==> src/rtl/mano_main_if.sv <==
// Observation bundle for the 8-bit Mano-style basic computer: architectural
// registers, memory read port, timing decode and bus source/destination codes.
interface mano_main_if;
    logic [7:0] DR;
    logic [7:0] AC;
    logic [7:0] IR;
    logic [7:0] MEM;
    logic [3:0] PC;
    logic [3:0] AR;
    logic [7:0] Timer;
    logic [7:0] D;
    logic [2:0] OUTSEQ;
    logic [2:0] sel;
    logic [2:0] en;
    logic [7:0] I;
    logic       J;
    logic       E;

    modport master (
        output DR, AC, IR, MEM, PC, AR, Timer, D, OUTSEQ, sel, en, I, J, E
    );

    modport slave (
        input DR, AC, IR, MEM, PC, AR, Timer, D, OUTSEQ, sel, en, I, J, E
    );
endinterface

==> src/rtl/mano_main.sv <==
// 8-bit Mano-style basic computer: 16x8 memory, fetch/decode/execute sequenced
// by a 3-bit timing counter; all state is observable through mano_main_if.
module mano_main #(
    parameter string        INIT_FILE  = "",
    // word k of the power-up image sits in bits [8k+7:8k]; word 3 is HLT (0x77)
    parameter logic [127:0] INIT_IMAGE = 128'h0000_0000_0000_0305_0000_0000_773A_1928
) (
    input  logic         CLK,
    input  logic         RST,
    mano_main_if.master  bus
);

    typedef enum logic [2:0] {
        T0 = 3'd0, T1 = 3'd1, T2 = 3'd2, T3 = 3'd3,
        T4 = 3'd4, T5 = 3'd5, T6 = 3'd6, T7 = 3'd7
    } sc_e;

    typedef logic [15:0][7:0] image_t;

    localparam logic [2:0] OP_AND = 3'd0;
    localparam logic [2:0] OP_ADD = 3'd1;
    localparam logic [2:0] OP_LDA = 3'd2;
    localparam logic [2:0] OP_STA = 3'd3;
    localparam logic [2:0] OP_BUN = 3'd4;
    localparam logic [2:0] OP_BSA = 3'd5;
    localparam logic [2:0] OP_ISZ = 3'd6;

    localparam logic [2:0] BUS_NONE = 3'd0;
    localparam logic [2:0] BUS_AR   = 3'd1;
    localparam logic [2:0] BUS_PC   = 3'd2;
    localparam logic [2:0] BUS_DR   = 3'd3;
    localparam logic [2:0] BUS_AC   = 3'd4;
    localparam logic [2:0] BUS_IR   = 3'd5;
    localparam logic [2:0] BUS_MWR  = 3'd6;
    localparam logic [2:0] BUS_MEM  = 3'd7;

    // Power-up memory image unpacked from INIT_IMAGE.
    function automatic image_t load_image();
        image_t img;
        for (int k = 0; k < 16; k++) begin
            img[k] = INIT_IMAGE[8*k +: 8];
        end
        return img;
    endfunction

    image_t     mem_r = load_image();

    logic [3:0] ar_r, pc_r;
    logic [7:0] dr_r, ac_r, ir_r;
    logic       e_r, j_r, s_r;
    sc_e        sc_r;

    logic [3:0] ar_next_s, pc_next_s;
    logic [7:0] dr_next_s, ac_next_s, ir_next_s;
    logic       e_next_s, j_next_s, s_next_s;
    sc_e        sc_next_s;

    logic [2:0] sel_s, en_s;
    logic [7:0] reg_op_s;
    logic       mem_we_s;
    logic [7:0] mem_wdata_s;
    logic [7:0] mem_rd_s;
    logic [8:0] sum_s;
    logic       d7_s;

    assign mem_rd_s = mem_r[ar_r];
    assign sum_s    = {1'b0, ac_r} + {1'b0, dr_r};
    assign d7_s     = (ir_r[6:4] == 3'd7);

    // Next-state and bus-control decode for the current timing step.
    always_comb begin
        ar_next_s   = ar_r;
        pc_next_s   = pc_r;
        dr_next_s   = dr_r;
        ac_next_s   = ac_r;
        ir_next_s   = ir_r;
        e_next_s    = e_r;
        j_next_s    = j_r;
        s_next_s    = s_r;
        sc_next_s   = sc_e'(sc_r + 3'd1);
        sel_s       = BUS_NONE;
        en_s        = BUS_NONE;
        reg_op_s    = 8'd0;
        mem_we_s    = 1'b0;
        mem_wdata_s = 8'd0;

        if (!s_r) begin
            sc_next_s = T0;
        end else begin
            case (sc_r)
                T0: begin
                    ar_next_s = pc_r;
                    sel_s     = BUS_PC;
                    en_s      = BUS_AR;
                end
                T1: begin
                    ir_next_s = mem_rd_s;
                    pc_next_s = pc_r + 4'd1;
                    sel_s     = BUS_MEM;
                    en_s      = BUS_IR;
                end
                T2: begin
                    ar_next_s = ir_r[3:0];
                    j_next_s  = ir_r[7];
                    sel_s     = BUS_IR;
                    en_s      = BUS_AR;
                end
                T3: begin
                    if (d7_s) begin
                        sc_next_s = T0;
                        if (!j_r) begin
                            reg_op_s = 8'd1 << ir_r[2:0];
                            case (ir_r[2:0])
                                3'd0: ac_next_s = 8'd0;
                                3'd1: e_next_s  = 1'b0;
                                3'd2: ac_next_s = ~ac_r;
                                3'd3: e_next_s  = ~e_r;
                                3'd4: begin
                                    ac_next_s = {e_r, ac_r[7:1]};
                                    e_next_s  = ac_r[0];
                                end
                                3'd5: begin
                                    ac_next_s = {ac_r[6:0], e_r};
                                    e_next_s  = ac_r[7];
                                end
                                3'd6: ac_next_s = ac_r + 8'd1;
                                3'd7: s_next_s  = 1'b0;
                                default: ac_next_s = ac_r;
                            endcase
                        end else begin
                            reg_op_s = 8'd0;
                        end
                    end else if (j_r) begin
                        ar_next_s = mem_rd_s[3:0];
                        sel_s     = BUS_MEM;
                        en_s      = BUS_AR;
                    end else begin
                        sel_s = BUS_NONE;
                    end
                end
                T4: begin
                    case (ir_r[6:4])
                        OP_AND, OP_ADD, OP_LDA, OP_ISZ: begin
                            dr_next_s = mem_rd_s;
                            sel_s     = BUS_MEM;
                            en_s      = BUS_DR;
                        end
                        OP_STA: begin
                            mem_we_s    = 1'b1;
                            mem_wdata_s = ac_r;
                            sel_s       = BUS_AC;
                            en_s        = BUS_MWR;
                            sc_next_s   = T0;
                        end
                        OP_BUN: begin
                            pc_next_s = ar_r;
                            sel_s     = BUS_AR;
                            en_s      = BUS_PC;
                            sc_next_s = T0;
                        end
                        OP_BSA: begin
                            mem_we_s    = 1'b1;
                            mem_wdata_s = {4'b0000, pc_r};
                            ar_next_s   = ar_r + 4'd1;
                            sel_s       = BUS_PC;
                            en_s        = BUS_MWR;
                        end
                        default: sc_next_s = T0;
                    endcase
                end
                T5: begin
                    sc_next_s = T0;
                    case (ir_r[6:4])
                        OP_AND: begin
                            ac_next_s = ac_r & dr_r;
                            sel_s     = BUS_DR;
                            en_s      = BUS_AC;
                        end
                        OP_ADD: begin
                            {e_next_s, ac_next_s} = sum_s;
                            sel_s                 = BUS_DR;
                            en_s                  = BUS_AC;
                        end
                        OP_LDA: begin
                            ac_next_s = dr_r;
                            sel_s     = BUS_DR;
                            en_s      = BUS_AC;
                        end
                        OP_BSA: begin
                            pc_next_s = ar_r;
                            sel_s     = BUS_AR;
                            en_s      = BUS_PC;
                        end
                        OP_ISZ: begin
                            dr_next_s = dr_r + 8'd1;
                            sc_next_s = T6;
                        end
                        default: sc_next_s = T0;
                    endcase
                end
                T6: begin
                    sc_next_s = T0;
                    if (ir_r[6:4] == OP_ISZ) begin
                        mem_we_s    = 1'b1;
                        mem_wdata_s = dr_r;
                        sel_s       = BUS_DR;
                        en_s        = BUS_MWR;
                        if (dr_r == 8'd0) begin
                            pc_next_s = pc_r + 4'd1;
                        end else begin
                            pc_next_s = pc_r;
                        end
                    end else begin
                        mem_we_s = 1'b0;
                    end
                end
                default: sc_next_s = T0;
            endcase
        end
    end

    // Architectural register file and sequence counter.
    always_ff @(posedge CLK) begin
        if (RST) begin
            ar_r <= 4'd0;
            pc_r <= 4'd0;
            dr_r <= 8'd0;
            ac_r <= 8'd0;
            ir_r <= 8'd0;
            e_r  <= 1'b0;
            j_r  <= 1'b0;
            s_r  <= 1'b1;
            sc_r <= T0;
        end else begin
            ar_r <= ar_next_s;
            pc_r <= pc_next_s;
            dr_r <= dr_next_s;
            ac_r <= ac_next_s;
            ir_r <= ir_next_s;
            e_r  <= e_next_s;
            j_r  <= j_next_s;
            s_r  <= s_next_s;
            sc_r <= sc_next_s;
        end
    end

    // Memory write port; reset suppresses a write scheduled for the same edge.
    always_ff @(posedge CLK) begin
        if (!RST && mem_we_s) begin
            mem_r[ar_r] <= mem_wdata_s;
        end
    end

    assign bus.DR     = dr_r;
    assign bus.AC     = ac_r;
    assign bus.IR     = ir_r;
    assign bus.MEM    = mem_rd_s;
    assign bus.PC     = pc_r;
    assign bus.AR     = ar_r;
    assign bus.Timer  = s_r ? (8'd1 << sc_r) : 8'd0;
    assign bus.D      = 8'd1 << ir_r[6:4];
    assign bus.OUTSEQ = sc_r;
    assign bus.sel    = sel_s;
    assign bus.en     = en_s;
    assign bus.I      = reg_op_s;
    assign bus.J      = j_r;
    assign bus.E      = e_r;

endmodule

==> src/flat_wrapper.sv <==
// flat-port wrapper written by rule: the top's interface ports become plain ports
module mano_main_flat 
#(
    parameter string        INIT_FILE  = "",
                                                                                
    parameter logic [127:0] INIT_IMAGE = 128'h0000_0000_0000_0305_0000_0000_773A_1928
)
  (CLK, RST, bus_DR, bus_AC, bus_IR, bus_MEM, bus_PC, bus_AR, bus_Timer, bus_D, bus_OUTSEQ, bus_sel, bus_en, bus_I, bus_J, bus_E);
  mano_main_if bus_i ();
  input  logic CLK;
  input  logic RST;
  output wire logic [$bits(bus_i.DR)-1:0] bus_DR;
  output wire logic [$bits(bus_i.AC)-1:0] bus_AC;
  output wire logic [$bits(bus_i.IR)-1:0] bus_IR;
  output wire logic [$bits(bus_i.MEM)-1:0] bus_MEM;
  output wire logic [$bits(bus_i.PC)-1:0] bus_PC;
  output wire logic [$bits(bus_i.AR)-1:0] bus_AR;
  output wire logic [$bits(bus_i.Timer)-1:0] bus_Timer;
  output wire logic [$bits(bus_i.D)-1:0] bus_D;
  output wire logic [$bits(bus_i.OUTSEQ)-1:0] bus_OUTSEQ;
  output wire logic [$bits(bus_i.sel)-1:0] bus_sel;
  output wire logic [$bits(bus_i.en)-1:0] bus_en;
  output wire logic [$bits(bus_i.I)-1:0] bus_I;
  output wire logic [$bits(bus_i.J)-1:0] bus_J;
  output wire logic [$bits(bus_i.E)-1:0] bus_E;
  assign bus_DR = bus_i.DR;
  assign bus_AC = bus_i.AC;
  assign bus_IR = bus_i.IR;
  assign bus_MEM = bus_i.MEM;
  assign bus_PC = bus_i.PC;
  assign bus_AR = bus_i.AR;
  assign bus_Timer = bus_i.Timer;
  assign bus_D = bus_i.D;
  assign bus_OUTSEQ = bus_i.OUTSEQ;
  assign bus_sel = bus_i.sel;
  assign bus_en = bus_i.en;
  assign bus_I = bus_i.I;
  assign bus_J = bus_i.J;
  assign bus_E = bus_i.E;
  mano_main #(.INIT_FILE(INIT_FILE), .INIT_IMAGE(INIT_IMAGE)) u_core (.CLK(CLK), .RST(RST), .bus(bus_i));
endmodule
==> config.mk <==
export PLATFORM = sky130hd
export DESIGN_NAME = mano_main_flat
export DESIGN_NICKNAME = d
export VERILOG_FILES = /design/src/rtl/mano_main_if.sv /design/src/rtl/mano_main.sv /design/src/flat_wrapper.sv
export SDC_FILE = /design/constraint.sdc
export NUM_CORES = 1
export LEC_CHECK = 0
export CORE_MARGIN = 2
export CORE_UTILIZATION = 60
export DETAILED_ROUTE_END_ITERATION = 8
export MAX_ROUTING_LAYER = met4
export PLACE_DENSITY = 0.83
export REMOVE_ABC_BUFFERS = 1
export SYNTH_ARGS = -nofsm -noshare
export SYNTH_HDL_FRONTEND = slang
export SYNTH_SLANG_ARGS = --single-unit
==> constraint.sdc <==
create_clock -name CLK -period 7 [get_ports CLK]
set_input_delay 1.4 -clock CLK [delete_from_list [all_inputs] [get_ports CLK]]
set_output_delay 1.4 -clock CLK [all_outputs]
set_load 0.01 [all_outputs]
==> run metrics <==
H-tree depth=4; synthesized cell area=8620 µm²; PortBufs=76; RSZ-0062 raised after global routing=no; Hold EP=u_core.bus.IR[7]; core area=13,900 µm²; via count=6,633; DRC violations left=0; setup violators final=0; clk slew on worst S/H paths=0.07 ns; Seq. cell area=4610 µm²; global route overflow=0; GRT Resource Usage Total=between 30% and 40%; DIE HEIGHT=124 µm; critical path, cell by cell=clkinv_1 > ha_1 > o41ai_1 > a31oi_1 > clkdlybuf4s50_1; commonest cells after routing, fill and taps aside=edfxtp_1, nor2_1, clkdlybuf4s50_1; Critical Path Fanout Max=23; Worst Hold Depth=2; max incr delay on CP=0.79 ns; PD cells=326 nW/µm²; Synth top area share=44.6%; top cells by area, synth=edfxtp_1, dfxtp_1, mux4_2, mux4_1, a21oi_1; utilization after layout=71.8%; die area=15,300 µm²; initial antenna violation count=0; Post-CTS Hold Buffers=0; Final #Nets=820; Initial Util=61.9%; postcts setup bufs=0; post-synth cell types=67; FP Rows=43; Vias/cell=~6.7; fill cell count=926; Cells after Synth=744; first-pass GRT wire length=34,900 µm; Setup TNS=0 ns; vias in the first global route=between 6,000 and 7,000; FF-to-FF Start=u_core.bus.OUTSEQ[0]; worst rel slew slack=12.9%; Critical Path RT=5.60 ns; fin crit share=approximately two thirds; HP Class=register to register; CP Launch Type=register; 1st-iter DRT viols=1,047; Area Overhead vs Synth=16.1%; final hold vios=0; maximum root-to-sink buffer count=2; Post-DRT Antenna Nets=0; WS Path Type=register to primary output; Static Leak=roughly 3.7 nW; Post-synth EDFFs=128; worst-skew pair later-pin latency=0.43 ns; HP Start=u_core.bus.IR[7]; Max-cap violations=0; layout cells sized above 1=9.90%; 1st-pass router iterations=9; total wire length=22,800 µm; Hold WS=0.490 ns; Multi-input gate area=3700 µm²; routability cong.=about 1.0; WP data arrival=about 3.4 ns; Yosys warning total=0; slowest cell on the critical path=dfxtp_1; largest net degree at the start of global routing=40; commonest non-fill, non-tap cell in the layout=edfxtp_1; PostCTS Resize Cnt=0; Root Buffer=clkbuf_16; most common flop cell mapped by yosys=edfxtp_1; Seq/Total Area, Yosys=53.4%; wire length per cell=23.0 µm; worst-case reg-to-reg path depth=6; critical path's top delay family=buffers and inverters; # IOs=77; CTS Buf Count=17; fmax=between 0.2 and 0.25 GHz; critical path capture point type=primary output; dpl hpwl=15,300 µm; worst-margin pin slew=1.30 ns; Min Clock Period, post-route=4.79 ns; Critical path origin=u_core.bus.OUTSEQ[2]; Synth async-reset ratio=0%; Synth area leader=edfxtp_1; Mean Syn Cell Area=11.6 µm²; register bit total from synthesis=166; CTS tree=built; Setup Skew=0.00830 ns; Final Slew Violations=0; WP buf/inv=2; diodes inserted=0; Reg-to-Reg End=u_core.mem_r[21]; slack of the worst reg-to-reg path=3.35 ns; status=complete, no violations; VDD IR max=~0.26 mV; clock sink count=roughly 170; die width=124 µm
-- worst max path at each step --
stage	end	cells past startpoint
4_1_cts	bus_sel[1]	5
2_1_floorplan	bus_MEM[3]	3
3_3_place_gp	u_core.mem_r[4]	5
5_1_grt	bus_sel[1]	5
3_5_place_dp	u_core.mem_r[22]	5
6_report	bus_sel[1]	5
-- through the flow --
stage               instances  worst slack [ns]  power (mW)  cell area [µm²]
finish                    988              2.21        3.26            10000
global route              988              2.08        3.40            10000
CTS                       987              2.30        3.24            10000
detailed placement        955              2.57        2.35             9430
global placement          955              2.67        2.33             9430
floorplan                 690              2.85        1.88             8370
-- layout make-up --
cell class	count	share of cell area, %
Clock buffer	17	4.25
Multi-Input combinational cell	504	37.0
Inverter	20	0.750
Clock inverter	15	1.41
Timing Repair Buffer	86	8.33
Tap cell	180	2.25
Sequential cell	166	46.0
-- cells in the mapped netlist (3+ instances only) --
library cell and count:
edfxtp_1 128, nor2_1 80, nand2_1 65, a21oi_1 61, dfxtp_1 38, clkbuf_1 35
o21ai_0 35, mux4_2 25, ha_1 22, nand2b_1 18, inv_1 17, nor3_1 16
nand3_1 13, a22oi_1 12, mux4_1 12, a31oi_1 9, mux2i_1 9, nor2b_1 9
buf_2 8, o22ai_1 8, a211oi_1 7, and2_1 7, a2bb2oi_1 6, buf_1 6
xor2_1 6, a21o_1 5, a311oi_1 5, mux2_2 5, nand4_1 5, nor4_1 5
xnor2_1 5, a221oi_1 4, and3_1 4, o221ai_1 4, a222oi_1 3, a32oi_1 3
nand3b_1 3
-- registers in the layout, summed over array words and instances, names as in the netlist --
register           cells
u_core.bus.AR          4
u_core.bus.J           1
u_core.bus.AC          8
u_core.mem_r         128
u_core.bus.PC          4
u_core.bus.OUTSEQ      3
u_core.bus.E           1
u_core.s_r             1
u_core.bus.DR          8
u_core.bus.IR          8
-- cell families after synthesis --
family                   synth area share [%]
flip-flops                               53.4
buffers and inverters                    3.72
adder cells (fa/ha/maj)                  3.43
AO/OA/AOI/OAI                            14.0
multiplexers                             11.9
AND/OR/NAND/NOR                          12.5
XOR/XNOR                                 1.12
-- worst reg2reg max path, stage by stage, from the launching register on --
cell     delay, ns
dfxtp_1       0.40
inv_1         0.20
ha_1          0.50
a32oi_1       0.21
nor4_1        0.69
nand2_1       0.23
nor3_1        1.03
-- power by group --
part | switching [mW] | internal, mW | total [mW] | leakage (nW)
combinational | 0.624 | 0.482 | 1.11 | 1.60
sequential | 0.155 | 1.10 | 1.26 | 1.80
clock | 0.403 | 0.496 | 0.900 | 0.277
total | 1.18 | 2.08 | 3.26 | 3.68
-- layer usage --
layer | GRT usage [%] | part of all wire, %
met5 | - | 0
met2 | 50.7 | 49
met3 | 5.45 | 7.8
met1 | 40.5 | 39
met4 | 16.4 | 4.2
Power figures use the tool's default switching activity.
